<file path="src/rtl/bus_dev_fifo_bank.sv">
// Bank of per-device TX/RX FIFO pairs acting as the devices around a bus arbiter,
// with sticky overflow/underflow/misroute flags and per-FIFO occupancy.

module bus_dev_fifo #(
  parameter int unsigned PCKG_SZ = 16,
  parameter int unsigned DEPTH   = 8,
  localparam int unsigned CW     = $clog2(DEPTH + 1)
) (
  input  logic               clk,
  input  logic               reset,
  input  logic               i_wr,
  input  logic [PCKG_SZ-1:0] i_wdata,
  input  logic               i_rd,
  output logic [PCKG_SZ-1:0] o_head_c,
  output logic [CW-1:0]      o_cnt,
  output logic               o_full_c,
  output logic               o_nempty_c,
  output logic               o_ovf_c,
  output logic               o_udf_c
);
  localparam int unsigned PW = $clog2(DEPTH);

  logic [PCKG_SZ-1:0] r_mem [DEPTH];
  logic [PW-1:0]      r_wr_ptr;
  logic [PW-1:0]      r_rd_ptr;
  logic [CW-1:0]      r_cnt;
  logic               w_empty;
  logic               w_full;
  logic               w_do_rd;
  logic               w_do_wr;

  assign w_empty = (r_cnt == '0);
  assign w_full  = (r_cnt == CW'(DEPTH));
  assign w_do_rd = i_rd && !w_empty;
  // A full FIFO still accepts a write when the head leaves in the same cycle
  assign w_do_wr = i_wr && (!w_full || w_do_rd);

  always_ff @(posedge clk) begin
    if (reset) begin
      r_wr_ptr <= '0;
      r_rd_ptr <= '0;
      r_cnt    <= '0;
    end else begin
      if (w_do_wr) r_wr_ptr <= r_wr_ptr + PW'(1);
      if (w_do_rd) r_rd_ptr <= r_rd_ptr + PW'(1);
      if (w_do_wr && !w_do_rd) r_cnt <= r_cnt + CW'(1);
      else if (!w_do_wr && w_do_rd) r_cnt <= r_cnt - CW'(1);
    end
  end

  always_ff @(posedge clk) begin
    if (w_do_wr) r_mem[r_wr_ptr] <= i_wdata;
  end

  assign o_head_c   = w_empty ? '0 : r_mem[r_rd_ptr];
  assign o_cnt      = r_cnt;
  assign o_full_c   = w_full;
  assign o_nempty_c = !w_empty;
  assign o_ovf_c    = i_wr && !w_do_wr;
  assign o_udf_c    = i_rd && w_empty;
endmodule

module bus_dev_fifo_bank #(
  parameter int unsigned     DRVRS     = 6,
  parameter int unsigned     PCKG_SZ   = 16,
  parameter int unsigned     DEPTH     = 8,
  parameter int unsigned     ID_W      = 8,
  parameter logic [ID_W-1:0] BROADCAST = ID_W'('hFF),
  localparam int unsigned    CW        = $clog2(DEPTH + 1)
) (
  input  logic                     clk,
  input  logic                     reset,
  input  logic [DRVRS-1:0]         tb_wr,
  input  logic [DRVRS*PCKG_SZ-1:0] tb_wdata,
  output logic [DRVRS-1:0]         tb_full,
  output logic [DRVRS-1:0]         pndng,
  output logic [DRVRS*PCKG_SZ-1:0] D_pop,
  input  logic [DRVRS-1:0]         pop,
  input  logic [DRVRS-1:0]         push,
  input  logic [DRVRS*PCKG_SZ-1:0] D_push,
  input  logic [DRVRS-1:0]         tb_rd,
  output logic [DRVRS-1:0]         tb_rvalid,
  output logic [DRVRS*PCKG_SZ-1:0] tb_rdata,
  output logic [DRVRS*CW-1:0]      tx_cnt,
  output logic [DRVRS*CW-1:0]      rx_cnt,
  input  logic                     err_clr,
  output logic [DRVRS-1:0]         tx_ovf,
  output logic [DRVRS-1:0]         tx_udf,
  output logic [DRVRS-1:0]         rx_ovf,
  output logic [DRVRS-1:0]         misroute
);
  logic [DRVRS-1:0] w_tx_ovf;
  logic [DRVRS-1:0] w_tx_udf;
  logic [DRVRS-1:0] w_rx_ovf;
  logic [DRVRS-1:0] w_misroute;
  logic [DRVRS-1:0] r_tx_ovf;
  logic [DRVRS-1:0] r_tx_udf;
  logic [DRVRS-1:0] r_rx_ovf;
  logic [DRVRS-1:0] r_misroute;

  for (genvar g = 0; g < DRVRS; g++) begin : g_dev
    logic [ID_W-1:0] w_dest;
    logic            w_rx_udf_unused;

    bus_dev_fifo #(.PCKG_SZ(PCKG_SZ), .DEPTH(DEPTH)) u_tx (
      .clk        (clk),
      .reset      (reset),
      .i_wr       (tb_wr[g]),
      .i_wdata    (tb_wdata[g*PCKG_SZ +: PCKG_SZ]),
      .i_rd       (pop[g]),
      .o_head_c   (D_pop[g*PCKG_SZ +: PCKG_SZ]),
      .o_cnt      (tx_cnt[g*CW +: CW]),
      .o_full_c   (tb_full[g]),
      .o_nempty_c (pndng[g]),
      .o_ovf_c    (w_tx_ovf[g]),
      .o_udf_c    (w_tx_udf[g])
    );

    // tb_rd on an empty RX FIFO is a silent no-op, so its underflow is dropped
    bus_dev_fifo #(.PCKG_SZ(PCKG_SZ), .DEPTH(DEPTH)) u_rx (
      .clk        (clk),
      .reset      (reset),
      .i_wr       (push[g]),
      .i_wdata    (D_push[g*PCKG_SZ +: PCKG_SZ]),
      .i_rd       (tb_rd[g]),
      .o_head_c   (tb_rdata[g*PCKG_SZ +: PCKG_SZ]),
      .o_cnt      (rx_cnt[g*CW +: CW]),
      .o_full_c   (),
      .o_nempty_c (tb_rvalid[g]),
      .o_ovf_c    (w_rx_ovf[g]),
      .o_udf_c    (w_rx_udf_unused)
    );

    assign w_dest        = D_push[g*PCKG_SZ + PCKG_SZ - 1 -: ID_W];
    assign w_misroute[g] = push[g] && (w_dest != ID_W'(g)) && (w_dest != BROADCAST);
  end

  // Sticky error flags; err_clr wins over a same-cycle event
  always_ff @(posedge clk) begin
    if (reset || err_clr) begin
      r_tx_ovf   <= '0;
      r_tx_udf   <= '0;
      r_rx_ovf   <= '0;
      r_misroute <= '0;
    end else begin
      r_tx_ovf   <= r_tx_ovf   | w_tx_ovf;
      r_tx_udf   <= r_tx_udf   | w_tx_udf;
      r_rx_ovf   <= r_rx_ovf   | w_rx_ovf;
      r_misroute <= r_misroute | w_misroute;
    end
  end

  assign tx_ovf   = r_tx_ovf;
  assign tx_udf   = r_tx_udf;
  assign rx_ovf   = r_rx_ovf;
  assign misroute = r_misroute;
endmodule

</file>
<file path="config.mk">
export PLATFORM = sky130hd
export DESIGN_NAME = bus_dev_fifo_bank
export DESIGN_NICKNAME = d
export VERILOG_FILES = /design/src/rtl/bus_dev_fifo_bank.sv
export SDC_FILE = /design/constraint.sdc
export NUM_CORES = 2
export LEC_CHECK = 0
export BUFFER_PORTS_ARGS = -buffer_cell sky130_fd_sc_hd__buf_2
export CORE_MARGIN = 5
export CORE_UTILIZATION = 54
export DETAILED_ROUTE_END_ITERATION = 16
export PLACE_DENSITY_LB_ADDON = 0.1
export SKIP_LAST_GASP = 1
export SYNTH_ARGS = -nofsm -noshare
export SYNTH_HDL_FRONTEND = slang
export SYNTH_HIERARCHICAL = 1
export SYNTH_SLANG_ARGS = --single-unit
</file>
<file path="constraint.sdc">
create_clock -name clk -period 2.5 [get_ports clk]
set_input_delay 0 -clock clk [delete_from_list [all_inputs] [get_ports clk]]
set_output_delay 0 -clock clk [all_outputs]
set_load 0.01 [all_outputs]
</file>
==> flow_summary_export.csv <==
group,metric,value,unit
run_status,outcome,"complete, no violations",
timing,hold_viol_final,0,
worst_setup_path,cp_num_buf_inv,2,
place,dp.cells,5646,
worst_setup_path,crit_arrival,3.10,ns
floorplanning,start_util,0.544,
timing,finalCritPeriodShare,0.976,
drt,drtPass1Iterations,5,
timing,period_needed,2.44,ns
timing,rsz0062_at_grt,"yes",
yosys,synth_area_per_cell,19.7,sq um
place,io_buffers,500,
global_routing,grt_pass1_wl,225000,um
finish,drive_gt1_frac,0.369,
yosys,netlist_area,0.0672,sq mm
drt,routedWlPerCell,23.8,um
power_and_ir_drop,power,83900,uW
clock_tree,clock_latency,0.79,ns
global_routing,grt_max_degree,55,
global_routing,grt_remaining_overflow,0,
drt,routed_wirelength,150000,um
worst_setup_path,critPathRequiredTime,3.17,ns
global_routing,grt_pass1_vias,36600,
worst_hold_path,hold_depth,2,
worst_setup_path,slowest_delay,0.55,ns
worst_setup_path,regToRegStartpoint,"g_dev[0].u_tx/o_cnt[2]",
drt,ant_nets,0,
worst_setup_path,critPathCaptureType,"flip-flop",
finish,nets,4813,
timing,skew,0.0208,ns
worst_setup_path,start_kind,"flip-flop",
worst_hold_path,hp-start,"tb_wdata[12]",
floorplanning,core,0.124,sq mm
timing,relSlewSlack,0.262,
clock_tree,cts_tree,"done",
place,gp_congestion,0.760,
finish,fillers,8164,
floorplanning,die_h,363,um
drt,drtIter0Drc,2827,
timing,tightest_slew,1.11,ns
worst_setup_path,worstPathCellList,"or4b_4 > o21ai_4 > inv_4 > ha_4 > inv_4 > ha_4 > a21oi_4 > a211oi_1 > a31oi_1 > mux2_2",
worst_setup_path,cp_slowest_cell,"or4b_4",
timing,slew_viol_final,0,
worst_setup_path,ff2ff_path_depth,10,
finish,final_util,0.677,
drt,routed_via_density,5.58,
clock_tree,clk_pin_slew,0.07,ns
worst_hold_path,min_to,"g_dev[0].u_tx/r_mem[3][12]",
clock_tree,clk_path_buf_depth,3,
worst_setup_path,path_max_fanout,4,
clock_tree,root_buffer,"clkbuf_16",
global_routing,grt.total_usage,0.227,
finish,areaGrowthSynthToFinish,24.6,%
floorplanning,io_pins,501,
yosys,synth_nets,3711,
yosys,yosys_warnings,6,
power_and_ir_drop,ir_drop,0.815,mV
finish,fin_cells,6320,
place,dp_hpwl,92600,um
clock_tree,numCtsBuffers,173,
timing,tns,0,ns
worst_setup_path,critPathKind,"reg -> reg",
floorplanning,die_w,363,um
worst_setup_path,critical_path.top_delay_family,"compound AO/OA/AOI/OAI gates",
clock_tree,clock-sinks,1716,
timing,clock.fmax,0.410,GHz
floorplanning,rows,129,
run,cap_violations,0,
power_and_ir_drop,p_leak,0.0284,uW
drt,drc_errors,0,
worst_setup_path,r2r_end,"g_dev[0].u_tx/o_cnt[3]",
yosys,syn-instance-count,3420,
floorplanning,die_area,0.132,sq mm
drt,num_vias,35300,
worst_setup_path,r2r_slack,0.06,ns
timing,finalSetupViolCount,0,
worst_hold_path,min_path_type,"in -> reg",
clock_tree,cts_htree_levels,4,
global_routing,antenna_found_initial,17,
power_and_ir_drop,powerDensity,1000,mW/mm^2
[power breakdown]
group / internal [uW] / switching [uW]
combinational: 12000 / 12600
sequential: 33200 / 1050
clock: 14500 / 10500
[layer usage]
metal	GRT usage	routed length, um	vias up	share of wire
met5	0	27	-	0.00018
met4	0.0579	2860	4	0.019
met3	0.0505	10200	168	0.068
met2	0.374	74700	1024	0.50
met1	0.314	62400	18100	0.42
li1	-	-	16000	-
[registers in the layout (all words and copies together), names as in the netlist, named ones only]
register and flops:
g_dev.u_rx/o_cnt 24, g_dev.u_rx/r_mem 768, g_dev.u_rx/r_rd_ptr 18, g_dev.u_rx/r_wr_ptr 18, g_dev.u_tx/o_cnt 24, g_dev.u_tx/r_mem 768
g_dev.u_tx/r_rd_ptr 18, g_dev.u_tx/r_wr_ptr 18, misroute 6, rx_ovf 6, tx_ovf 6, tx_udf 6
[what timing repair did]
action | CTS | global route
setup endpoints to repair | 88 | 92
setup buffers | 4 | 13
hold buffers | 304 | 0
resized for setup | 50 | 58
hold endpoints to repair | 2165 | 0
pin swaps | 1 | 27
gates cloned | 8 | 9
[through the flow]
stage / worst slack (ns) / hold slack, ns / cell area, sq um
finish: 0.0602 / 0.0595 / 83800
global route: -0.0453 / 0.0269 / 83700
CTS: -0.0709 / 0.000700 / 83100
detailed placement: 0.00369 / 0.267 / 74000
global placement: 0.0381 / 0.269 / 74000
floorplan: -0.0113 / 0.0989 / 67800
[worst max path at each step]
stage,start,end,depth (start not counted)
4_1_cts,flip-flop,tb_rdata[30],5
3_3_place_gp,g_dev[2].u_tx/o_cnt[1],g_dev[2].u_tx/o_cnt[3],10
3_5_place_dp,g_dev[0].u_tx/o_cnt[1],g_dev[0].u_tx/o_cnt[3],10
6_report,g_dev[0].u_tx/o_cnt[2],g_dev[0].u_tx/o_cnt[3],10
2_1_floorplan,g_dev[5].u_tx/o_cnt[1],g_dev[5].u_tx/o_cnt[3],10
5_1_grt,flip-flop,D_pop[51],5
[cell usage in the layout, fill, tap and decap left out, types with 25 or more instances in the layout]
cell and n:
a21oi_1 36, buf_12 25, buf_2 495, buf_4 223
clkbuf_1 53, clkbuf_16 186, clkinv_1 26, dfxtp_1 116
dfxtp_2 43, dlygate4sd3_1 304, edfxtp_1 1536, ha_1 36
inv_4 25, mux2i_1 166, mux4_2 384, nand2_1 69
nand3_1 35, nor2_1 355, nor3_2 48, xor2_1 48
[layout make-up]
cell class,instances,area [sq um],share of cell area
flip-flops and latches,1716,49900,0.595
multi-input cells,1515,17800,0.212
repair buffers,1074,8270,0.0987
clock buffers,248,4880,0.0582
well taps,1637,2050,0.0245
clock inverters,74,688,0.00822
inverters,42,218,0.00260
diodes,14,35.0,0.000418
[worst register-to-register path: cells and delay by family, from the launching register on]
kind,cells,cell delay (ns)
AOI/OAI and AO/OA,4,0.57
adders and majority gates,2,0.38
buffers and inverters,2,0.14
DFF,1,0.33
muxes,1,0.35
and+or+nand+nor,1,0.55
(Power assumes the default switching activity.)
